File: src/rtl/result_uart_tx_if.sv
// ============================================================================
// Module      : result_uart_tx_if
// Description : Handshake/serial bundle between the matrix datapath, the
//               result UART transmitter and the outside world.
//               start      - one-cycle request to send all results
//               RESULT_IN  - result byte from the C-memory read port
//               NEW_OUTPUT - pulse asking the datapath for the next result
//               Show_DATA  - high for the whole transfer (readout enable)
//               TX         - UART serial line, 8N1, LSB first, idle high
//               busy       - transfer in progress
//               done       - one-cycle pulse after the last stop bit
//               master : datapath/controller side
//               slave  : the transmitter
// Revision    : 1.0  initial release
// ============================================================================
`default_nettype none

interface result_uart_tx_if;
    logic       start;
    logic [7:0] RESULT_IN;
    logic       NEW_OUTPUT;
    logic       Show_DATA;
    logic       TX;
    logic       busy;
    logic       done;

    modport master (
        output start,
        output RESULT_IN,
        input  NEW_OUTPUT,
        input  Show_DATA,
        input  TX,
        input  busy,
        input  done
    );

    modport slave (
        input  start,
        input  RESULT_IN,
        output NEW_OUTPUT,
        output Show_DATA,
        output TX,
        output busy,
        output done
    );
endinterface

`default_nettype wire

File: src/rtl/result_uart_tx.sv
// ============================================================================
// Module      : result_uart_tx
// Description : Streams NUM_RESULTS result bytes from the datapath C memory
//               out of a UART line (8N1, LSB first). For every byte it pulses
//               NEW_OUTPUT, waits two cycles for the synchronous memory read,
//               captures RESULT_IN once, then shifts out start, 8 data and
//               stop bits of CLKS_PER_BIT cycles each.
// Ports       : clk  - system clock, rising edge
//               rst  - asynchronous active-high reset
//               bus  - result_uart_tx_if.slave (start, RESULT_IN, NEW_OUTPUT,
//                      Show_DATA, TX, busy, done)
// Parameters  : CLKS_PER_BIT - clock cycles per UART bit (4..65535)
//               NUM_RESULTS  - bytes per transfer (1..16)
// Revision    : 1.0  initial release
// ============================================================================
`default_nettype none

module result_uart_tx #(
    parameter int CLKS_PER_BIT = 434,
    parameter int NUM_RESULTS  = 9
) (
    input  wire             clk,
    input  wire             rst,
    result_uart_tx_if.slave bus
);

    typedef enum logic [2:0] {
        S_IDLE      = 3'd0,
        S_REQ       = 3'd1,
        S_WAIT      = 3'd2,
        S_LOAD      = 3'd3,
        S_START_BIT = 3'd4,
        S_DATA_BITS = 3'd5,
        S_STOP_BIT  = 3'd6,
        S_DONE      = 3'd7
    } state_t;

    localparam logic [15:0] c_bit_reload = 16'(CLKS_PER_BIT - 1);
    localparam logic [3:0]  c_last_index = 4'(NUM_RESULTS - 1);
    // REQ is followed by exactly two WAIT cycles: load 1, count down to 0.
    localparam logic [15:0] c_wait_load  = 16'd1;

    state_t      r_state;
    state_t      w_state_next;
    logic [15:0] r_timer;
    logic [15:0] w_timer_next;
    logic [2:0]  r_bit_cnt;
    logic [2:0]  w_bit_cnt_next;
    logic [3:0]  r_index;
    logic [3:0]  w_index_next;
    logic [7:0]  r_shift;
    logic [7:0]  w_shift_next;

    logic        r_tx;
    logic        r_new_output;
    logic        r_show_data;
    logic        r_busy;
    logic        r_done;
    logic        w_tx_next;
    logic        w_new_output_next;
    logic        w_active_next;
    logic        w_done_next;

    logic        w_timer_zero;

    assign w_timer_zero = (r_timer == 16'd0);

    // ------------------------------------------------------------------
    // State and datapath registers
    // ------------------------------------------------------------------
    always_ff @(posedge clk or posedge rst) begin
        if (rst) begin
            r_state   <= S_IDLE;
            r_timer   <= 16'd0;
            r_bit_cnt <= 3'd0;
            r_index   <= 4'd0;
            r_shift   <= 8'd0;
        end else begin
            r_state   <= w_state_next;
            r_timer   <= w_timer_next;
            r_bit_cnt <= w_bit_cnt_next;
            r_index   <= w_index_next;
            r_shift   <= w_shift_next;
        end
    end

    // ------------------------------------------------------------------
    // Next-state logic. The bit timer counts down and is reloaded at each
    // bit boundary, so each bit is exactly CLKS_PER_BIT cycles and frames
    // never accumulate drift.
    // ------------------------------------------------------------------
    always_comb begin
        w_state_next   = r_state;
        w_timer_next   = r_timer;
        w_bit_cnt_next = r_bit_cnt;
        w_index_next   = r_index;
        w_shift_next   = r_shift;

        case (r_state)
            S_IDLE: begin
                w_timer_next = 16'd0;
                if (bus.start) begin
                    w_state_next = S_REQ;
                    w_index_next = 4'd0;
                end
            end

            S_REQ: begin
                w_timer_next = c_wait_load;
                w_state_next = S_WAIT;
            end

            S_WAIT: begin
                if (w_timer_zero) begin
                    w_state_next = S_LOAD;
                end else begin
                    w_timer_next = r_timer - 16'd1;
                end
            end

            S_LOAD: begin
                // The only cycle in which RESULT_IN is sampled.
                w_shift_next   = bus.RESULT_IN;
                w_timer_next   = c_bit_reload;
                w_bit_cnt_next = 3'd0;
                w_state_next   = S_START_BIT;
            end

            S_START_BIT: begin
                if (w_timer_zero) begin
                    w_timer_next = c_bit_reload;
                    w_state_next = S_DATA_BITS;
                end else begin
                    w_timer_next = r_timer - 16'd1;
                end
            end

            S_DATA_BITS: begin
                if (w_timer_zero) begin
                    w_timer_next   = c_bit_reload;
                    w_shift_next   = {1'b0, r_shift[7:1]};
                    w_bit_cnt_next = r_bit_cnt + 3'd1;
                    if (r_bit_cnt == 3'd7) begin
                        w_state_next = S_STOP_BIT;
                    end
                end else begin
                    w_timer_next = r_timer - 16'd1;
                end
            end

            S_STOP_BIT: begin
                if (w_timer_zero) begin
                    if (r_index == c_last_index) begin
                        w_timer_next = 16'd0;
                        w_state_next = S_DONE;
                    end else begin
                        w_index_next = r_index + 4'd1;
                        w_state_next = S_REQ;
                    end
                end else begin
                    w_timer_next = r_timer - 16'd1;
                end
            end

            S_DONE: begin
                w_state_next = S_IDLE;
            end

            default: begin
                w_state_next = S_IDLE;
            end
        endcase
    end

    // ------------------------------------------------------------------
    // Outputs are decoded from the next state and registered, so they
    // change on the same edge as the state and TX cannot glitch.
    // ------------------------------------------------------------------
    always_comb begin
        w_tx_next         = 1'b1;
        w_new_output_next = 1'b0;
        w_active_next     = 1'b0;
        w_done_next       = 1'b0;

        case (w_state_next)
            S_REQ: begin
                w_new_output_next = 1'b1;
                w_active_next     = 1'b1;
            end
            S_WAIT, S_LOAD, S_STOP_BIT: begin
                w_active_next = 1'b1;
            end
            S_START_BIT: begin
                w_tx_next     = 1'b0;
                w_active_next = 1'b1;
            end
            S_DATA_BITS: begin
                w_tx_next     = w_shift_next[0];
                w_active_next = 1'b1;
            end
            S_DONE: begin
                w_done_next = 1'b1;
            end
            default: begin
                w_tx_next = 1'b1;
            end
        endcase
    end

    always_ff @(posedge clk or posedge rst) begin
        if (rst) begin
            r_tx         <= 1'b1;
            r_new_output <= 1'b0;
            r_show_data  <= 1'b0;
            r_busy       <= 1'b0;
            r_done       <= 1'b0;
        end else begin
            r_tx         <= w_tx_next;
            r_new_output <= w_new_output_next;
            r_show_data  <= w_active_next;
            r_busy       <= w_active_next;
            r_done       <= w_done_next;
        end
    end

    assign bus.TX         = r_tx;
    assign bus.NEW_OUTPUT = r_new_output;
    assign bus.Show_DATA  = r_show_data;
    assign bus.busy       = r_busy;
    assign bus.done       = r_done;

endmodule

`default_nettype wire

File: src/flat_wrapper.sv
// flat-port wrapper written by rule: the top's interface ports become plain ports
module result_uart_tx_flat 
#(
    parameter int CLKS_PER_BIT = 434,
    parameter int NUM_RESULTS  = 9
)
  (clk, rst, bus_start, bus_RESULT_IN, bus_NEW_OUTPUT, bus_Show_DATA, bus_TX, bus_busy, bus_done);
  result_uart_tx_if bus_i ();
  input  wire clk;
  input  wire rst;
  input wire logic [$bits(bus_i.start)-1:0] bus_start;
  input wire logic [$bits(bus_i.RESULT_IN)-1:0] bus_RESULT_IN;
  output wire logic [$bits(bus_i.NEW_OUTPUT)-1:0] bus_NEW_OUTPUT;
  output wire logic [$bits(bus_i.Show_DATA)-1:0] bus_Show_DATA;
  output wire logic [$bits(bus_i.TX)-1:0] bus_TX;
  output wire logic [$bits(bus_i.busy)-1:0] bus_busy;
  output wire logic [$bits(bus_i.done)-1:0] bus_done;
  assign bus_i.start = bus_start;
  assign bus_i.RESULT_IN = bus_RESULT_IN;
  assign bus_NEW_OUTPUT = bus_i.NEW_OUTPUT;
  assign bus_Show_DATA = bus_i.Show_DATA;
  assign bus_TX = bus_i.TX;
  assign bus_busy = bus_i.busy;
  assign bus_done = bus_i.done;
  result_uart_tx #(.CLKS_PER_BIT(CLKS_PER_BIT), .NUM_RESULTS(NUM_RESULTS)) u_core (.clk(clk), .rst(rst), .bus(bus_i));
endmodule
File: config.mk
export PLATFORM = sky130hd
export DESIGN_NAME = result_uart_tx_flat
export DESIGN_NICKNAME = d
export VERILOG_FILES = /design/src/rtl/result_uart_tx_if.sv /design/src/rtl/result_uart_tx.sv /design/src/flat_wrapper.sv
export SDC_FILE = /design/constraint.sdc
export NUM_CORES = 1
export LEC_CHECK = 0
export ABC_CLOCK_PERIOD_IN_PS = 2460
export BUFFER_PORTS_ARGS = -buffer_cell sky130_fd_sc_hd__buf_2
export CAP_MARGIN = 40
export CELL_PAD_IN_SITES_DETAIL_PLACEMENT = 0
export CELL_PAD_IN_SITES_GLOBAL_PLACEMENT = 1
export CORE_AREA = 2 2 62 94
export CTS_CLUSTER_DIAMETER = 120
export DETAILED_ROUTE_END_ITERATION = 10
export DIE_AREA = 0 0 64 96
export HOLD_SLACK_MARGIN = 0.15
export PLACE_DENSITY_LB_ADDON = 0.1
export SYNTH_ARGS = -nofsm -noshare
export SYNTH_HDL_FRONTEND = slang
export SYNTH_SLANG_ARGS = --single-unit
File: constraint.sdc
create_clock -name clk -period 2.46 [get_ports clk]
set_input_delay 0 -clock clk [delete_from_list [all_inputs] [get_ports clk]]
set_output_delay 0 -clock clk [all_outputs]
set_load 0.005 [all_outputs]
Word level (Yosys, flattened, before mapping)
Cells that the tools add are included.
{ "word_totals": {"out_inout_bits": 5, "input_bits": 11, "ff_bits": 38, "word_cells": 70} }
{ "classes": {"mux": 25, "eq_ne": 22, "n_reduce_logical": 10, "add_sub_neg": 3} }
{ "ops": {"columns": ["op", "count"], "rows": [
  ["case mux 16 bit (6 select lines)", 1],
  ["2-to-1 mux 16 bit", 4],
  ["== test 3 bit (second input constant)", 9],
  ["2-to-1 mux 3 bit", 8],
  ["case mux 3 bit (8 select lines)", 1],
  ["zero test 16 bit", 1],
  ["case mux 8 bit (2 select lines)", 1],
  ["subtractor 16 x 1 -> 16 bit (second input constant)", 1],
  ["== test 3 x 2 -> 1 bit (second input constant)", 4],
  ["2-to-1 mux 4 bit", 3],
  ["2-to-1 mux 8 bit", 1],
  ["case mux 4 bit (2 select lines)", 1],
  ["== test 3 x 1 -> 1 bit (second input constant)", 2],
  ["inequality test 2 bit (second input constant)", 3],
  ["case mux 3 bit (2 select lines)", 1],
  ["nonzero test 6 bit", 1],
  ["OR reduction 6 bit", 1],
  ["adder 4 x 1 -> 4 bit (second input constant)", 1],
  ["== test 4 bit (second input constant)", 1],
  ["inequality test 2 x 1 -> 1 bit (second input constant)", 2],
  ["AND reduction 4 bit", 1],
  ["nonzero test 2 bit", 2],
  ["adder 3 x 1 -> 3 bit (second input constant)", 1],
  ["zero test 3 bit", 1],
  ["6 further kinds", 8]
]} }

Logic depth before layout (Yosys ltp)
Gate-level depths: netlist of the first run.
{ "logic_depth": {"ltp_word": 7, "depth_mapped": 9, "depth_no_buf": 7} }

Worst setup path before layout of the first run
Ideal clock, no wire load.
{ "synth_path": {"path_type": "reg2reg", "start": "reg u_core.r_timer[0]", "end": "reg u_core.r_timer[15]", "arrival_ps": 1956, "required_time_ps": 2381, "path_slack_ps": 425, "path_stages_with_launch": 10, "setup_ps": 79, "n_path_buf": 2, "period_less_slack_ps": 2035, "cell_sequence": "dfrtp_1 > inv_1 > ha_1 > nor2b_1 > and3_1 > buf_2 > a21o_2 > buf_4 > a211oi_1 > mux2i_1"} }
{ "synth_between": {"elab_chain_cells": 3, "word_cells_on_any_way": 9, "classes_between": "1 x add/sub; 2 x eq/ne; 4 x mux; 2 x reduce/logical"} }
{ "synth_rtl": {"columns": ["element", "line_no", "text"], "rows": [
  ["start: declaration", "result_uart_tx.sv:45", "logic [15:0] r_timer;"],
  ["start signal: assignment", "result_uart_tx.sv:80", "r_timer <= w_timer_next;"],
  ["subtractor 16 x 1 -> 16 bit or zero test 16 bit (tied branches)", null, null],
  ["2-to-1 mux 16 bit (tied with other cells)", "result_uart_tx.sv:152", "if (w_timer_zero) begin"],
  ["case mux 16 bit (6 select lines) or AND reduction 3 bit (tied branches)", null, null]
]} }
Several ways; a longest one is shown, not always the timed one. The select of a mux whose other input is x is not followed.
A chain may end at the register's enable or synchronous reset.

Worst setup path in the final report of the first run
{ "layout_path": {"start": "reg u_core.r_timer[0]", "end": "reg u_core.r_timer[8]"} }
Same word-level chain as after synthesis.

==> impl_metrics.py, run 1 <==
metrics = {
    "timing": {
        "finalWorstSetupSlack_ns": 0.222,
        "fmax_ghz": 0.447,
        "drv_slew": 0,
        "slew_headroom": 0.651,
        "rsz0062_at_grt": "false",
        "fin_crit_ns": 2.24,
        "clock_skew_ns": 0.00958,
        "finalSetupViolCount": 0,
        "worstMarginPinSlew_ns": 0.524,
        "fin_setup_tns_ns": 0,
        "fin_crit_sh": 0.910,
        "hold_viol_final": 0,
    },
    "yosys": {
        "synth_flop_cell": "dfrtp_1",
        "ys_ff_latch": 38,
        "synth_commonest_cells": "nand2_1 (38), dfrtp_1 (37), o21ai_0 (21)",
        "async_flop_share": 1.00,
        "yosys.area.top_type": "dfrtp_1",
        "synthTopCellsByArea": "dfrtp_1 (39%), nand2_1 (6.0%), o21ai_0 (4.4%)",
        "yosys_warnings": 0,
        "syn_area_um2": 2390,
        "synthCells": 268,
        "synth-edff-count": 0,
        "synthDistinctLibCells": 63,
        "ys_seq_area_frac": 0.398,
        "synth_top_cell_area_share": 0.387,
        "syn-num-nets": 285,
        "syn_area_per_cell_um2": 8.94,
        "yosysMostFrequentCell": "nand2_1",
    },
    "cts": {
        "post-cts-setup-buffer-count": 0,
        "cts_tree": "done",
        "cts_buffer_depth": 2,
        "htreeDepth": 2,
        "clk-insertion-delay-late_ns": 0.30,
        "clock-sinks": 38,
        "numCtsBuffers": 5,
        "cts-root-buf": "clkbuf_8",
        "clk_pin_slew_ns": 0.08,
    },
    "global_routing": {
        "antenna_found_initial": 0,
        "grt_overflow": 0,
        "grt_pass1_vias": 2067,
        "grt_max_degree": 22,
        "gr-usage-all-layers": 0.219,
        "grt_pass1_wl_um": 10400,
    },
    "run_status": {
        "outcome": "completed",
    },
    "floorplan": {
        "rows": 33,
        "die_area_um2": 6140,
        "die_x_um": 64,
        "core-area_um2": 5330,
        "io_pins": 16,
        "initial_utilization": 0.450,
        "die_y_um": 96,
    },
    "cells_and_area": {
        "layout-drive-gt1-share": 0.163,
        "syn_to_final_growth_pct": 17.1,
        "fillers": 509,
        "diodes": 0,
        "utilization": 0.526,
        "fin_nets": 316,
    },
    "placed_design": {
        "dp_slack_ns": 0.251,
        "place_hpwl_um": 4410,
        "place.gp.congestion": 0.861,
        "io_buffers": 15,
    },
    "setup_path": {
        "reg2reg_depth": 7,
        "crit_fanout": 16,
        "worst_ep_required_time_ns": 2.66,
        "rr_endpoint": "u_core.r_timer[8]$_DFFE_PP0P_",
        "reg2reg_from": "u_core.r_timer[0]$_DFFE_PP0P_",
        "criticalPathCategory": "flip-flop to flip-flop",
        "ff2ff_setup_slack_ns": 0.22,
        "cp-start-kind": "flip-flop",
        "end_kind": "flip-flop",
        "arrival_ns": 2.43,
    },
    "power_and_ir_drop": {
        "vdd_ir_drop_max_mv": 0.683,
        "pwr_density_cell_nw_per_um2": 1190,
        "p_leak_nw": 1.21,
        "total_power_mw": 3.34,
    },
    "hold_path": {
        "hold_class": "input pin to asynchronous set/reset pin",
    },
    "route": {
        "drt_iter0_drc": 135,
        "wl_um": 6080,
        "drcViolationCount": 0,
        "detail-route-antenna-nets": 0,
        "via_per_inst": 5.70,
        "vias": 2110,
        "wire_per_inst_um": 16.4,
        "dr.pass1.iters": 4,
    },
    "run": {
        "max-cap-violations": 0,
    },
}
## repair_timing
item / 4_1_cts / 5_1_grt
resized for setup: 0 / 1
setup endpoints to repair: 0 / 1
hold buffers: 10 / 0
hold endpoints to repair: 43 / 0
## layout make-up
cell class | count | area [µm²] | area share
Multi-Input combinational cell | 204 | 1340 | 0.476
Sequential cell | 38 | 952 | 0.340
Timing Repair Buffer | 37 | 285 | 0.102
Tap cell | 70 | 87.6 | 0.0312
Clock buffer | 6 | 82.6 | 0.0295
Inverter | 13 | 48.8 | 0.0174
Clock inverter | 2 | 12.5 | 0.00446
## cells in the final DEF (no fill, tap or decap), types with 8 or more instances in the layout
cell type / n
nor2_1: 13
buf_4: 11
a22oi_1: 9
o21ai_0: 21
nand2b_1: 10
dlygate4sd3_1: 10
buf_2: 15
nand2_1: 38
inv_1: 12
dfrtp_1: 37
a21oi_1: 11
nand3_1: 11
mux2i_1: 8
## power by group
group	total, mW	switching [mW]	internal, mW
registers	1.08	0.234	0.846
logic	1.79	1.10	0.696
clock network	0.461	0.236	0.225
## worst max-delay path by stage
stage / start / end / slack, ns / depth (start not counted)
floorplan: u_core.r_timer[0]$_DFFE_PP0P_ / u_core.r_timer[15]$_DFFE_PP0P_ / 0.42 / 9
global placement: u_core.r_timer[0]$_DFFE_PP0P_ / u_core.r_timer[8]$_DFFE_PP0P_ / 0.30 / 7
detailed placement: u_core.r_timer[0]$_DFFE_PP0P_ / u_core.r_timer[8]$_DFFE_PP0P_ / 0.25 / 7
CTS: u_core.r_timer[0]$_DFFE_PP0P_ / u_core.r_timer[12]$_DFFE_PP0P_ / 0.25 / 7
global route: u_core.r_timer[0]$_DFFE_PP0P_ / u_core.r_timer[8]$_DFFE_PP0P_ / 0.05 / 7
finish: u_core.r_timer[0]$_DFFE_PP0P_ / u_core.r_timer[8]$_DFFE_PP0P_ / 0.22 / 7
## worst max-delay path, cell delays in order (launching register included)
cell and delay, ns:
dfrtp_1 0.43, inv_1 0.12, ha_1 0.17, nor2b_1 0.16
and3_1 0.44, a21o_2 0.41, o221ai_1 0.18, a22o_1 0.23
## per-stage QoR
| stage | cell area, µm² | instances | hold slack [ns] |
|---|---|---|---|
| floorplan | 2390 | 268 | 0.117 |
| global placement | 2570 | 351 | 0.215 |
| detailed placement | 2600 | 352 | -0.00615 |
| CTS | 2800 | 370 | 0.224 |
| global route | 2800 | 370 | 0.248 |
| finish | 2800 | 370 | 0.216 |
## kinds of logic (layout without fill, tap and decap cells)
family,after synthesis,in the layout,share of synthesized area
muxes,8,8,0.0334
AOI/OAI and AO/OA,83,83,0.247
buffers and inverters,26,58,0.0486
DFF,38,38,0.398
and+or+nand+nor,107,107,0.242
adders and majority gates,6,6,0.0313
## per-layer routing
layer / wire [µm] / GRT usage / vias to the layer above / part of all wire
met5: 0 / 0 / - / 0
met4: 149 / 0.0779 / 0 / 0.025
met3: 167 / 0.0304 / 12 / 0.027
met2: 3100 / 0.395 / 39 / 0.51
met1: 2660 / 0.263 / 1007 / 0.44
li1: - / - / 1052 / -
## state kept, by name, indices dropped and copies added, names as in the netlist, 3 cells and up
name / count
u_core.r_index: 4
u_core.r_bit_cnt: 3
u_core.r_state: 3
u_core.r_shift: 8
u_core.r_timer: 16
Power figures use the tool's default switching activity.
==> run 2, diff against run 1 <==
--- a/config.mk
+++ b/config.mk
@@ -6,7 +6,7 @@
 export NUM_CORES = 1
 export LEC_CHECK = 0
 export ABC_CLOCK_PERIOD_IN_PS = 2460
-export BUFFER_PORTS_ARGS = -buffer_cell sky130_fd_sc_hd__buf_2
+export BUFFER_PORTS_ARGS = -buffer_cell sky130_fd_sc_hd__clkbuf_2
 export CAP_MARGIN = 40
 export CELL_PAD_IN_SITES_DETAIL_PLACEMENT = 0
 export CELL_PAD_IN_SITES_GLOBAL_PLACEMENT = 1
@@ -14,6 +14,7 @@
 export CTS_CLUSTER_DIAMETER = 120
 export DETAILED_ROUTE_END_ITERATION = 10
 export DIE_AREA = 0 0 64 96
+export GPL_TIMING_DRIVEN = 1
 export HOLD_SLACK_MARGIN = 0.15
 export PLACE_DENSITY_LB_ADDON = 0.1
 export SYNTH_ARGS = -nofsm -noshare
==> run 2 against run 1 <==
Non-clock buffer count unchanged. Utilization up 0.35 points. Sequential share of layout area fell by 0.23 points. Power is 6.2% higher. Die area stayed put. Cell count unchanged. Flip-flop and latch count is the same. Wire length grew 0.39%. Highest routed layer unchanged.
==> impl_metrics.py, run 2 (synthesis results as in run 1) <==
metrics = {
    "cts": {
        "htreeDepth": 2,
        "cts_hold_buf": 10,
        "clk_pin_slew_ns": 0.08,
        "cts_buffer_depth": 2,
        "cts_tree": "done",
        "cts.repair.resized": 0,
        "post-cts-setup-buffer-count": 0,
        "numCtsBuffers": 5,
        "cts-root-buf": "clkbuf_8",
        "clock-sinks": 38,
        "clk-insertion-delay-late_ns": 0.30,
    },
    "timing": {
        "clock_skew_ns": 0.00438,
        "hold_viol_final": 0,
        "hold_slack_ns": 0.357,
        "fin_setup_tns_ns": 0,
        "fmax_ghz": 0.450,
        "fin_crit_ns": 2.22,
        "slew_headroom": 0.501,
        "drv_slew": 0,
        "rsz0062_at_grt": "false",
        "worstMarginPinSlew_ns": 0.747,
        "finalSetupViolCount": 0,
        "fin_crit_sh": 0.903,
    },
    "run": {
        "max-cap-violations": 0,
    },
    "cells_and_area": {
        "largest_reg_flops": 16,
        "diodes": 0,
        "layout-drive-gt1-share": 0.163,
        "syn_to_final_growth_pct": 17.9,
        "top_regs": "u_core.r_timer: 16 flops, u_core.r_shift: 8 flops, u_core.r_index: 4 flops",
        "final_cells": 370,
        "utilization": 0.530,
        "final_common_cell": "nand2_1",
        "fin_area_um2": 2820,
        "largest-register": "u_core.r_timer",
        "fillers": 505,
        "final_cell_mix": "nand2_1 (38), dfrtp_1 (37), o21ai_0 (21), clkbuf_2 (15), nor2_1 (13)",
        "fin_nets": 316,
    },
    "setup_path": {
        "cp-start-kind": "flip-flop",
        "cp_slowest_stage_delay_ns": 0.43,
        "arrival_ns": 2.41,
        "end_kind": "flip-flop",
        "crit_chain": "inv_1, ha_1, nor2b_1, and3_1, a21o_2, o221ai_1, a22o_1",
        "crit_fanout": 16,
        "criticalPathCategory": "flip-flop to flip-flop",
        "cpMaxStageDelayCell": "dfrtp_1",
        "worst_ep_required_time_ns": 2.65,
    },
    "power_and_ir_drop": {
        "p_leak_nw": 1.23,
        "pwr_density_cell_nw_per_um2": 1260,
        "vdd_ir_drop_max_mv": 0.572,
    },
    "route": {
        "via_per_inst": 5.72,
        "drt_iter0_drc": 151,
        "wire_per_inst_um": 16.5,
        "dr.pass1.iters": 4,
        "drcViolationCount": 0,
        "detail-route-antenna-nets": 0,
        "vias": 2117,
        "wl_um": 6100,
    },
    "hold_path": {
        "hold_class": "input pin to asynchronous set/reset pin",
    },
    "global_routing": {
        "grt_pass1_vias": 2046,
        "antenna_found_initial": 0,
        "grt_max_degree": 39,
        "grt_overflow": 0,
        "grt_pass1_wl_um": 10200,
        "gr-usage-all-layers": 0.219,
    },
    "placed_design": {
        "placed_area_um2": 2580,
        "dp.cells": 352,
        "io_buffers": 15,
        "place.gp.congestion": 0.857,
        "place_hpwl_um": 4330,
    },
    "run_status": {
        "outcome": "completed",
    },
    "floorplan": {
        "initial_utilization": 0.450,
        "die_y_um": 96,
        "die_area_um2": 6140,
        "io_pins": 16,
        "core-area_um2": 5330,
        "die_x_um": 64,
        "rows": 33,
    },
}
run 2: changes by cell type in the layout (fill, tap and decap cells not counted):
cell / previous run / this run
buf_4: 11 / 12
bufinv_16: 0 / 2
buf_16: 1 / 0
clkinvlp_4: 1 / 0
a31oi_2: 0 / 1
a31oi_4: 1 / 0
clkbuf_2: 0 / 15
buf_2: 15 / 0
clkinv_2: 1 / 0
run 2: cell type report:
type                    instances  area, µm²  area share
inverters                      13       48.8      0.0173
clock buffers                   6       82.6      0.0293
clock inverters                 2       60.1      0.0213
well taps                      70       87.6      0.0310
multi-input cells             204       1330       0.470
flip-flops and latches         38        952       0.337
repair buffers                 37        265      0.0940
run 2: per-layer routing:
metal  vias up  track usage  wire, µm
met5         -            0         0
met3        12       0.0351       206
met2        49        0.380      3140
met1      1002        0.260      2590
li1       1054            -         -
met4         0        0.109       158
run 2: critical path, delay by kind of cell (launching register included):
kind            cells  cell delay (ns)
fa+ha+maj           1             0.17
simple gates        2             0.58
buf+inv             1             0.12
flops               1             0.43
compound gates      3             0.82
run 2: final timing paths:
check | end | depth (start not counted) | slack (ns) | start
hold / removal | u_core.r_timer[7]$_DFFE_PP0P_ | 4 | 0.36 | rst
min in group clk | u_core.r_shift[7]$_DFFE_PP0P_ | 4 | 0.44 | bus_RESULT_IN[7]
max in group asynchronous | u_core.bus.TX$_DFF_PP1_ | 4 | 1.75 | rst
setup / recovery | u_core.r_timer[8]$_DFFE_PP0P_ | 7 | 0.24 | u_core.r_timer[0]$_DFFE_PP0P_
setup reg to reg | u_core.r_timer[8]$_DFFE_PP0P_ | 7 | 0.24 | u_core.r_timer[0]$_DFFE_PP0P_
hold reg to reg | u_core.r_bit_cnt[0]$_DFFE_PP0P_ | 1 | 0.50 | u_core.r_bit_cnt[0]$_DFFE_PP0P_
run 2: where the power goes:
part / internal, mW / switching, mW
Combinational: 0.707 / 1.09
Clock: 0.433 / 0.232
Sequential: 0.846 / 0.239
run 2: per-stage QoR:
step,worst slack [ns],total power [mW]
global route,0.0354,3.83
floorplan,0.425,2.35
global placement,0.316,2.86
CTS,0.245,3.56
detailed placement,0.263,2.86
finish,0.239,3.54
==> run 3, diff against run 2 <==
--- a/config.mk
+++ b/config.mk
@@ -20,3 +20,4 @@
 export SYNTH_ARGS = -nofsm -noshare
 export SYNTH_HDL_FRONTEND = slang
 export SYNTH_SLANG_ARGS = --single-unit
+export TNS_END_PERCENT = 10
==> constraint.sdc (replaced) <==
create_clock -name clk -period 2.46 [get_ports clk]
set_input_delay 0.492 -clock clk [delete_from_list [all_inputs] [get_ports clk]]
set_output_delay 0.492 -clock clk [all_outputs]
set_load 0.005 [all_outputs]
==> run 3 against run 2 <==
Worst setup slack worse by 0.021 ns. Via count down 0.19%. Cell count is 2.7% lower. Sequential share of layout area is 1.2 points higher. Clock power is essentially flat. Non-clock buffer count fell by 10. Register-to-register slack worse by 0.02 ns. Largest cell class unchanged. Count of clock-buffer cells in the layout is the same. Critical path depth stayed put. Critical endpoint is now u_core.r_timer[7]$_DFFE_PP0P_. Critical path type unchanged. Largest power group unchanged. Sequential power is essentially flat.
==> impl_metrics.py, run 3 (synthesis results as in run 1) <==
metrics = {
    "floorplan": {
        "die_x_um": 64,
        "core-area_um2": 5330,
        "die_area_um2": 6140,
        "io_pins": 16,
        "rows": 33,
        "initial_utilization": 0.450,
        "die_y_um": 96,
    },
    "timing": {
        "fin_crit_ns": 2.24,
        "finalSetupViolCount": 0,
        "fin_setup_tns_ns": 0,
        "clock_skew_ns": 0.00364,
        "fin_crit_sh": 0.912,
        "rsz0062_at_grt": "false",
        "hold_viol_final": 0,
        "slew_headroom": 0.494,
        "drv_slew": 0,
        "fmax_ghz": 0.446,
        "worstMarginPinSlew_ns": 0.757,
    },
    "run_status": {
        "outcome": "completed",
    },
    "cts": {
        "htreeDepth": 2,
        "cts_hold_buf": 0,
        "cts-root-buf": "clkbuf_8",
        "post-cts-setup-buffer-count": 0,
        "cts.repair.resized": 0,
        "clock-sinks": 38,
        "numCtsBuffers": 5,
        "cts_tree": "done",
        "clk-insertion-delay-late_ns": 0.30,
        "cts_buffer_depth": 2,
        "clk_pin_slew_ns": 0.08,
    },
    "cells_and_area": {
        "top_regs": "u_core.r_timer: 16 flops, u_core.r_shift: 8 flops, u_core.r_index: 4 flops",
        "layout-drive-gt1-share": 0.169,
        "final_cells": 360,
        "final_common_cell": "nand2_1",
        "largest_reg_flops": 16,
        "final_cell_mix": "nand2_1 (38), dfrtp_1 (37), o21ai_0 (21), clkbuf_2 (15), nor2_1 (13)",
        "fin_nets": 306,
        "largest-register": "u_core.r_timer",
        "diodes": 0,
        "fillers": 511,
        "syn_to_final_growth_pct": 13.7,
    },
    "setup_path": {
        "cp_slowest_stage_delay_ns": 0.46,
        "arrival_ns": 2.41,
        "critical_path.top_delay_family": "compound AO/OA/AOI/OAI gates",
        "cpMaxStageDelayCell": "a221oi_1",
        "criticalPathCategory": "flip-flop to flip-flop",
        "cp-start-kind": "flip-flop",
        "crit_chain": "inv_1, ha_1, nor2b_1, and3_1, a21oi_1, a221oi_1, o22ai_1",
        "end_kind": "flip-flop",
        "crit_fanout": 8,
        "reg2reg_from": "u_core.r_timer[0]$_DFFE_PP0P_",
        "cp.buffers_inverters": 1,
        "cp-startpoint": "u_core.r_timer[0]$_DFFE_PP0P_",
        "worst_ep_required_time_ns": 2.63,
    },
    "route": {
        "dr.pass1.iters": 4,
        "wire_per_inst_um": 16.8,
        "drt_iter0_drc": 129,
        "wl_um": 6060,
        "drcViolationCount": 0,
        "vias": 2113,
        "detail-route-antenna-nets": 0,
        "via_per_inst": 5.87,
    },
    "global_routing": {
        "antenna_found_initial": 0,
        "grt_pass1_vias": 1983,
        "grt_max_degree": 39,
        "grt_overflow": 0,
        "gr-usage-all-layers": 0.216,
        "grt_pass1_wl_um": 10100,
    },
    "placed_design": {
        "place.gp.congestion": 0.857,
        "dp.cells": 352,
        "io_buffers": 15,
        "place_hpwl_um": 4330,
    },
    "power_and_ir_drop": {
        "p_leak_nw": 1.18,
        "vdd_ir_drop_max_mv": 0.580,
        "pwr_density_cell_nw_per_um2": 1300,
        "total_power_mw": 3.54,
    },
    "run": {
        "max-cap-violations": 0,
    },
    "hold_path": {
        "hold_class": "input pin to asynchronous set/reset pin",
    },
}
## run 3: cell type report
class	count	area [µm²]	share of cell area
inverters	13	48.8	0.0179
flip-flops and latches	38	952	0.350
multi-input cells	204	1330	0.487
clock inverters	2	60.1	0.0221
well taps	70	87.6	0.0322
repair buffers	27	165	0.0607
clock buffers	6	82.6	0.0303
## run 3: final timing paths
kind / endpoint / slack, ns / depth (start not counted)
setup / recovery: u_core.r_timer[7]$_DFFE_PP0P_ / 0.22 / 7
hold / removal: u_core.r_timer[7]$_DFFE_PP0P_ / 0.29 / 3
setup reg to reg: u_core.r_timer[7]$_DFFE_PP0P_ / 0.22 / 7
hold reg to reg: u_core.r_bit_cnt[0]$_DFFE_PP0P_ / 0.50 / 1
max in group asynchronous: u_core.bus.TX$_DFF_PP1_ / 1.82 / 3
min in group clk: u_core.r_shift[7]$_DFFE_PP0P_ / 0.40 / 3
## run 3: stage by stage
stage | setup WS (ns) | util | hold WS, ns | instance area [µm²]
floorplan | 0.425 | - | 0.464 | 2390
global placement | 0.316 | 0.484 | 0.485 | 2580
detailed placement | 0.263 | 0.484 | 0.494 | 2580
CTS | 0.245 | 0.511 | 0.300 | 2720
global route | 0.0354 | 0.511 | 0.335 | 2720
finish | 0.217 | 0.511 | 0.286 | 2720
## run 3: worst min-delay path, stage by stage
cell      delay [ns]
clkbuf_2        0.08
inv_1           0.04
buf_4           0.41
## run 3: power breakdown
group / internal [mW] / switching [mW]
Sequential: 0.846 / 0.239
Combinational: 0.698 / 1.09
Clock: 0.433 / 0.231
## run 3: layer usage
layer  up-vias  part of all wire  track usage
met3        12             0.038       0.0351
met4         0             0.027        0.109
met2        58              0.52        0.371
li1       1031                 -            -
met5         -                 0            0
met1      1012              0.42        0.259
